===== config.mk =====
export PLATFORM = sky130hd
export DESIGN_NAME = fp_special_result_pack_flat
export DESIGN_NICKNAME = d
export VERILOG_FILES = /design/src/rtl/fp_special_result_pack_if.sv /design/src/rtl/fp_special_result_pack.sv /design/src/flat_wrapper.sv
export SDC_FILE = /design/constraint.sdc
export NUM_CORES = 1
export LEC_CHECK = 0
export ABC_AREA = 1
export ABC_CLOCK_PERIOD_IN_PS = 1500
export CORE_MARGIN = 3
export CORE_UTILIZATION = 52
export CTS_BUF_LIST = sky130_fd_sc_hd__clkbuf_4 sky130_fd_sc_hd__clkbuf_8
export CTS_CLUSTER_SIZE = 40
export DETAILED_ROUTE_END_ITERATION = 8
export GPL_ROUTABILITY_DRIVEN = 0
export PLACE_DENSITY = 0.83
export RECOVER_POWER = 50
export REMOVE_ABC_BUFFERS = 1
export SKIP_CTS_REPAIR_TIMING = 1
export SYNTH_ARGS = -nofsm -noshare
export SYNTH_HDL_FRONTEND = slang
export SYNTH_SLANG_ARGS = --single-unit

===== constraint.sdc =====
create_clock -name clk -period 1.5 [get_ports clk]
set_input_delay 0.3 -clock clk [delete_from_list [all_inputs] [get_ports clk]]
set_output_delay 0.3 -clock clk [all_outputs]
set_load 0.01 [all_outputs]

===== src/rtl/fp_special_result_pack_if.sv =====
// ---------------------------------------------------------------------------
// fp_special_result_pack_if
//   Bundles the input beat (raw FMA result plus special-case overrides) and the
//   output beat (final IEEE-754 word plus exception flags) of
//   fp_special_result_pack.
//
//   Handshake: a beat moves on a side exactly on a rising clock edge where
//   valid and ready are both high. The producer holds valid and its payload
//   steady until that edge. The consumer may change ready at any time.
//
//   Modports:
//     master : upstream/downstream environment (drives inputs, sees outputs)
//     slave  : fp_special_result_pack itself
//
//   Parameter:
//     WIDTH : FP word width
// ---------------------------------------------------------------------------
interface fp_special_result_pack_if #(
  parameter int WIDTH = 32
);
  // input side
  logic             inValid;
  logic             inReady;
  logic [WIDTH-1:0] rawResult;
  logic             setResultNaN;
  logic             setResultPInf;
  logic             setResultNInf;
  // output side
  logic             outValid;
  logic             outReady;
  logic [WIDTH-1:0] result;
  logic             flagInvalid;
  logic             flagOverflow;

  modport master (
    output inValid, rawResult, setResultNaN, setResultPInf, setResultNInf,
    output outReady,
    input  inReady, outValid, result, flagInvalid, flagOverflow
  );

  modport slave (
    input  inValid, rawResult, setResultNaN, setResultPInf, setResultNInf,
    input  outReady,
    output inReady, outValid, result, flagInvalid, flagOverflow
  );
endinterface


===== src/rtl/fp_special_result_pack.sv =====
// ---------------------------------------------------------------------------
// fp_special_result_pack
//   Final result packing at the FMA output, after rounding. It resolves
//   operand special cases (NaN, +Inf, -Inf, Inf-Inf) and exponent overflow
//   into the IEEE-754 result word. It raises invalid/overflow flags and hands
//   each beat on through a 2-entry output buffer.
//
//   Ports:
//     clk            : clock, rising edge
//     rst            : synchronous active-high reset
//     bus (slave)    : in/out handshake, raw result, override flags, result,
//                      and the per-beat flags (see fp_special_result_pack_if)
//     flagClear      : zeroes sticky flags (sticky build only)
//     stickyInvalid  : accumulated invalid flag of popped beats
//     stickyOverflow : accumulated overflow flag of popped beats
//     state_dbg      : buffer FSM state (0 EMPTY, 1 ONE, 2 TWO)
//
//   Build option:
//     FP_STICKY_FLAGS_EN : when defined, sticky flag registers are present.
//                          When undefined, both sticky outputs are tied to 0
//                          and flagClear is ignored.
// ---------------------------------------------------------------------------
module fp_special_result_pack #(
  parameter int WIDTH     = 32,
  parameter int EXP_WIDTH = 8,
  parameter int SIG_WIDTH = 23
) (
  input  logic                  clk,
  input  logic                  rst,
  fp_special_result_pack_if.slave bus,
  input  logic                  flagClear,
  output logic                  stickyInvalid,
  output logic                  stickyOverflow,
  output logic [1:0]            state_dbg
);

  localparam logic [WIDTH-1:0] QNAN =
    {1'b0, {EXP_WIDTH{1'b1}}, 1'b1, {(SIG_WIDTH-1){1'b0}}};
  localparam logic [WIDTH-1:0] PINF =
    {1'b0, {EXP_WIDTH{1'b1}}, {SIG_WIDTH{1'b0}}};
  localparam logic [WIDTH-1:0] NINF =
    {1'b1, {EXP_WIDTH{1'b1}}, {SIG_WIDTH{1'b0}}};

  typedef struct packed {
    logic [WIDTH-1:0] res;
    logic             inv;
    logic             ovf;
  } entry_t;

  typedef enum logic [1:0] {
    EMPTY = 2'd0,
    ONE   = 2'd1,
    TWO   = 2'd2
  } state_t;

  state_t state_q, state_d;
  logic   in_ready_q;
  entry_t head_q, head_d;
  entry_t tail_q, tail_d;
  entry_t new_entry;

  logic                 raw_sign;
  logic [EXP_WIDTH-1:0] raw_exp;
  logic                 push;
  logic                 pop;
  logic                 out_valid;

  assign raw_sign = bus.rawResult[WIDTH-1];
  assign raw_exp  = bus.rawResult[WIDTH-2 -: EXP_WIDTH];

  // Result selection. Priority order matters: an operand NaN beats any Inf
  // combination, and +Inf together with -Inf is the invalid Inf-Inf case.
  always_comb begin
    new_entry = '{res: bus.rawResult, inv: 1'b0, ovf: 1'b0};
    if (bus.setResultNaN) begin
      new_entry.res = QNAN;
    end else if (bus.setResultPInf && bus.setResultNInf) begin
      new_entry.res = QNAN;
      new_entry.inv = 1'b1;
    end else if (bus.setResultPInf) begin
      new_entry.res = PINF;
    end else if (bus.setResultNInf) begin
      new_entry.res = NINF;
    end else if (&raw_exp) begin
      // Rounding pushed the exponent to all-ones: force a clean Inf.
      new_entry.res = {raw_sign, {EXP_WIDTH{1'b1}}, {SIG_WIDTH{1'b0}}};
      new_entry.ovf = 1'b1;
    end
  end

  assign out_valid = (state_q != EMPTY);
  assign push      = bus.inValid & in_ready_q;
  assign pop       = out_valid & bus.outReady;

  // Buffer FSM: head_q is always the entry presented downstream.
  always_comb begin
    state_d = state_q;
    head_d  = head_q;
    tail_d  = tail_q;
    unique case (state_q)
      EMPTY: begin
        if (push) begin
          head_d  = new_entry;
          state_d = ONE;
        end
      end
      ONE: begin
        if (push && pop) begin
          head_d = new_entry;
        end else if (push) begin
          tail_d  = new_entry;
          state_d = TWO;
        end else if (pop) begin
          state_d = EMPTY;
        end
      end
      TWO: begin
        // inReady is low here, so only a pop can happen.
        if (pop) begin
          head_d  = tail_q;
          state_d = ONE;
        end
      end
      default: state_d = EMPTY;
    endcase
  end

  // inReady comes straight from a flop so that outReady never reaches
  // the upstream ready combinationally.
  always_ff @(posedge clk) begin
    if (rst) begin
      state_q    <= EMPTY;
      in_ready_q <= 1'b1;
      head_q     <= '0;
      tail_q     <= '0;
    end else begin
      state_q    <= state_d;
      in_ready_q <= (state_d != TWO);
      head_q     <= head_d;
      tail_q     <= tail_d;
    end
  end

  assign bus.inReady      = in_ready_q;
  assign bus.outValid     = out_valid;
  assign bus.result       = head_q.res;
  assign bus.flagInvalid  = head_q.inv;
  assign bus.flagOverflow = head_q.ovf;
  assign state_dbg        = state_q;

`ifdef FP_STICKY_FLAGS_EN
  logic sticky_inv_q;
  logic sticky_ovf_q;

  // A clear takes priority over a pop that would set a flag in the same cycle.
  always_ff @(posedge clk) begin
    if (rst || flagClear) begin
      sticky_inv_q <= 1'b0;
      sticky_ovf_q <= 1'b0;
    end else if (pop) begin
      sticky_inv_q <= sticky_inv_q | head_q.inv;
      sticky_ovf_q <= sticky_ovf_q | head_q.ovf;
    end
  end

  assign stickyInvalid  = sticky_inv_q;
  assign stickyOverflow = sticky_ovf_q;
`else
  logic unused_flag_clear;
  assign unused_flag_clear = flagClear;
  assign stickyInvalid     = 1'b0;
  assign stickyOverflow    = 1'b0;
`endif

endmodule

===== src/flat_wrapper.sv =====
// flat-port wrapper written by rule: the top's interface ports become plain ports
module fp_special_result_pack_flat 
#(
  parameter int WIDTH     = 32,
  parameter int EXP_WIDTH = 8,
  parameter int SIG_WIDTH = 23
)
  (clk, rst, flagClear, stickyInvalid, stickyOverflow, state_dbg, bus_inValid, bus_rawResult, bus_setResultNaN, bus_setResultPInf, bus_setResultNInf, bus_outReady, bus_inReady, bus_outValid, bus_result, bus_flagInvalid, bus_flagOverflow);
  fp_special_result_pack_if #(.WIDTH(WIDTH)) bus_i ();
  input  logic clk;
  input  logic rst;
  input  logic flagClear;
  output logic stickyInvalid;
  output logic stickyOverflow;
  output logic [1:0] state_dbg;
  input wire logic [$bits(bus_i.inValid)-1:0] bus_inValid;
  input wire logic [$bits(bus_i.rawResult)-1:0] bus_rawResult;
  input wire logic [$bits(bus_i.setResultNaN)-1:0] bus_setResultNaN;
  input wire logic [$bits(bus_i.setResultPInf)-1:0] bus_setResultPInf;
  input wire logic [$bits(bus_i.setResultNInf)-1:0] bus_setResultNInf;
  input wire logic [$bits(bus_i.outReady)-1:0] bus_outReady;
  output wire logic [$bits(bus_i.inReady)-1:0] bus_inReady;
  output wire logic [$bits(bus_i.outValid)-1:0] bus_outValid;
  output wire logic [$bits(bus_i.result)-1:0] bus_result;
  output wire logic [$bits(bus_i.flagInvalid)-1:0] bus_flagInvalid;
  output wire logic [$bits(bus_i.flagOverflow)-1:0] bus_flagOverflow;
  assign bus_i.inValid = bus_inValid;
  assign bus_i.rawResult = bus_rawResult;
  assign bus_i.setResultNaN = bus_setResultNaN;
  assign bus_i.setResultPInf = bus_setResultPInf;
  assign bus_i.setResultNInf = bus_setResultNInf;
  assign bus_i.outReady = bus_outReady;
  assign bus_inReady = bus_i.inReady;
  assign bus_outValid = bus_i.outValid;
  assign bus_result = bus_i.result;
  assign bus_flagInvalid = bus_i.flagInvalid;
  assign bus_flagOverflow = bus_i.flagOverflow;
  fp_special_result_pack #(.WIDTH(WIDTH), .EXP_WIDTH(EXP_WIDTH), .SIG_WIDTH(SIG_WIDTH)) u_core (.clk(clk), .rst(rst), .bus(bus_i), .flagClear(flagClear), .stickyInvalid(stickyInvalid), .stickyOverflow(stickyOverflow), .state_dbg(state_dbg));
endmodule

==> impl_summary.txt <==
----------------------------------------------------
[Critical path]
  Top cell family by delay on the critical path ... buffers and inverters
  Launching element type of the critical path ... primary input
  Critical path start-end classification ... in2reg
  CP required ... between 1.5 and 2 ns
  Beginning of the critical path ... bus_inValid
  Sort of element at the end of the critical path ... flop
  R2R Path Start ... u_core.state_dbg[1]$_SDFF_PP0_
  Maximum single-stage delay on the critical path ... approximately 0.4 ns
  CP arrival ... between 1.5 and 2 ns
  CP max stage cell ... clkdlybuf4s50_1
  Highest fanout seen on the critical path ... 11
  Cell-by-cell listing of the critical path ... clkdlybuf4s50_1, nand2_1, inv_1, nand3_1, clkinv_2, clkbuf_2, o21ai_0, a21oi_1
  Worst path bufs/invs ... 4

[Timing]
  Final Setup Violations ... 0
  Final Slew Violations ... 0
  Fraction of the cycle the final worst path needs ... 0.908
  Worst hold slack ... roughly 0.45 ns
  RSZ-0062 raised after global routing ... false
  Total Neg Setup Slack ... 0 ns
  Maximum clock rate ... ~0.73 GHz
  Time the final worst path needs with I/O delays and setup ... around 1.4 ns
  Final setup skew ... 0.00932 ns
  Hold Vio Cnt, Final ... 0

[Pwr]
  Leakage power ... roughly 0.0019 µW
  Maximum VDD drop ... between 600 and 700 µV
  Pwr/cell area ... 1020 mW/mm²

[GRT]
  Global-route wire length before repair ... roughly 14000 µm
  Maximum number of pins on one net before global-route repair ... 45
  GRT Resource Usage Total ... 0.232
  Global-route congestion overflow total ... 0
  Via count of the first global-routing pass ... 3380
  Antenna violations before repair ... 0

[Floorplanning]
  I/O pin count ... 80
  Horizontal die dimension ... slightly below 90 µm
  Area of the core ... approximately 0.0064 mm²
  Vert. Die Dim ... between 80 and 90 µm
  Starting density of the core ... 0.540
  Area of the die ... about 0.0076 mm²
  Row Count ... 29

[Finish]
  Share of layout cells above drive strength 1 ... 0.0799
  Commonest non-fill, non-tap cells in the layout ... 116 x nand2_1, 72 x inv_1, 71 x nor2_1, 70 x dfxtp_1, 61 x a21oi_1
  Synth-to-Final Area Change ... 32.8%
  Most frequent standard cell in the layout excluding fill and tap cells ... nand2_1
  Total inserted antenna cells ... 0
  Total number of nets in the final design ... 636

[Synthesis]
  Cell count after synthesis ... 524
  Total of flip-flops plus latches after synthesis ... 71
  Mapped cell area ... about 0.0034 mm²
  Synth Area per Inst ... between 6 and 7 µm²
  Unique cell type count in the Yosys netlist ... 24
  Sequential cell area fraction in the yosys report ... 0.412
  Yosys warning total ... 0

[Placed design]
  Total half-perimeter wirelength after legalization and detailed placement ... between 5000 and 6000 µm
  Buffers on Ports ... 76

[Clocking]
  Clock root buffer master ... clkbuf_8
  # clock sinks ... 71
  Clock tree from TritonCTS ... yes
  Number of buffers created by CTS ... 9
  CTS H-Tree Depth ... 3
  Clock edge transition at the registers on the reported setup and hold paths ... roughly 0.080 ns
  Maximum number of buffers from clock root to sink ... 2
  Clock latency at the later pin of the worst-skew pair ... 0.35 ns

[Drt]
  TritonRoute pass-1 iters ... 5
  Routed vias/inst ... approximately 5.1
  Vias after detailed routing ... approximately 3.5k
  Post-route antenna net violation count ... 0
  DRC ... 0
  Number of design-rule violations left by the first detailed-router iteration ... roughly 300
  Final routed wire length divided by cell count ... ~12 µm
  Wire length after detailed routing ... 8450 µm

[Flow run]
  Max-cap violation count ... 0

[Worst hold path]
  Worst hold start ... u_core.tail_q[1]$_SDFFE_PP0P_
  Hold Path Class ... reg2reg

[Outcome]
  Outcome ... finished clean

----------------------------------------------------
cell type report:
type	count	area (µm²)
timing repair buffer	96	996
clock buffer	9	124
fill	517	1810
clock inverter	7	121
inverter	77	295
multi-input combinational	341	1520
tap	77	96.3
sequential	71	1430
metrics by stage:
step,total power (µW),instances,util,instance area [µm²],worst slack [ns]
CTS,4740,678,0.719,4590,-0.282
detailed placement,2900,662,0.681,4350,-0.247
global placement,2880,662,0.681,4350,-0.162
floorplan,2470,489,-,3240,-0.256
global route,4890,678,0.717,4580,0.0366
finish,4670,678,0.717,4580,0.137
flip-flops by register name, indices dropped and copies added, names as in the netlist:
signal / count
u_core.bus.inReady: 1
u_core.bus.result: 32
u_core.tail_q: 34
u_core.bus.flagInvalid: 1
u_core.state_dbg: 2
u_core.bus.flagOverflow: 1
metal layers:
layer	track usage	vias to the layer above	share of wire
met3	0.0426	17	0.067
met2	0.408	116	0.48
met4	0.0907	0	0.018
li1	-	1796	-
met5	0	-	0
met1	0.277	1549	0.43
Yosys cell counts, drive strengths merged:
| cell | instances | area (µm²) |
|---|---|---|
| clkinv | 1 | 5.00 |
| nor3b | 1 | 7.51 |
| nand2 | 120 | 460 |
| clkbuf | 5 | 18.8 |
| dfxtp | 71 | 1420 |
| o31ai | 1 | 7.51 |
| o21ai | 37 | 185 |
| inv | 76 | 288 |
| buf | 31 | 191 |
| nand3 | 24 | 138 |
| a21oi | 61 | 305 |
| nand4 | 23 | 144 |
| nor2 | 72 | 273 |
| conb | 1 | 3.75 |
power breakdown:
group	total (µW)	leakage, µW	internal [µW]	switching, µW
Sequential	2070	0.000582	2000	63.8
Clock	1840	0.000112	1110	737
Combinational	766	0.00121	368	398
Total	4670	0.00190	3470	1200
kinds of logic after synthesis:
kind of cell	synth area share
and+or+nand+nor	0.296
buffers and inverters	0.146
AOI/OAI and AO/OA	0.144
DFF	0.412
other	0.00109
worst register-to-register path, stage by stage (launching register included):
cell,delay (ns)
dfxtp_1,0.36
buf_4,0.14
nor2_2,0.04
nand3_1,0.10
clkinv_2,0.09
clkbuf_2,0.21
o21ai_0,0.22
a21oi_1,0.07
path summary, 6_finish.rpt:
check        cells past startpoint  slack (ns)                              to
max reg2reg                      7        0.15  u_core.tail_q[33]$_SDFFE_PP0P_
min                              2        0.45   u_core.tail_q[1]$_SDFFE_PP0P_
min reg2reg                      2        0.45   u_core.tail_q[1]$_SDFFE_PP0P_
max                              8        0.14  u_core.tail_q[33]$_SDFFE_PP0P_
No activity file was read; power rests on OpenSTA's default activity.
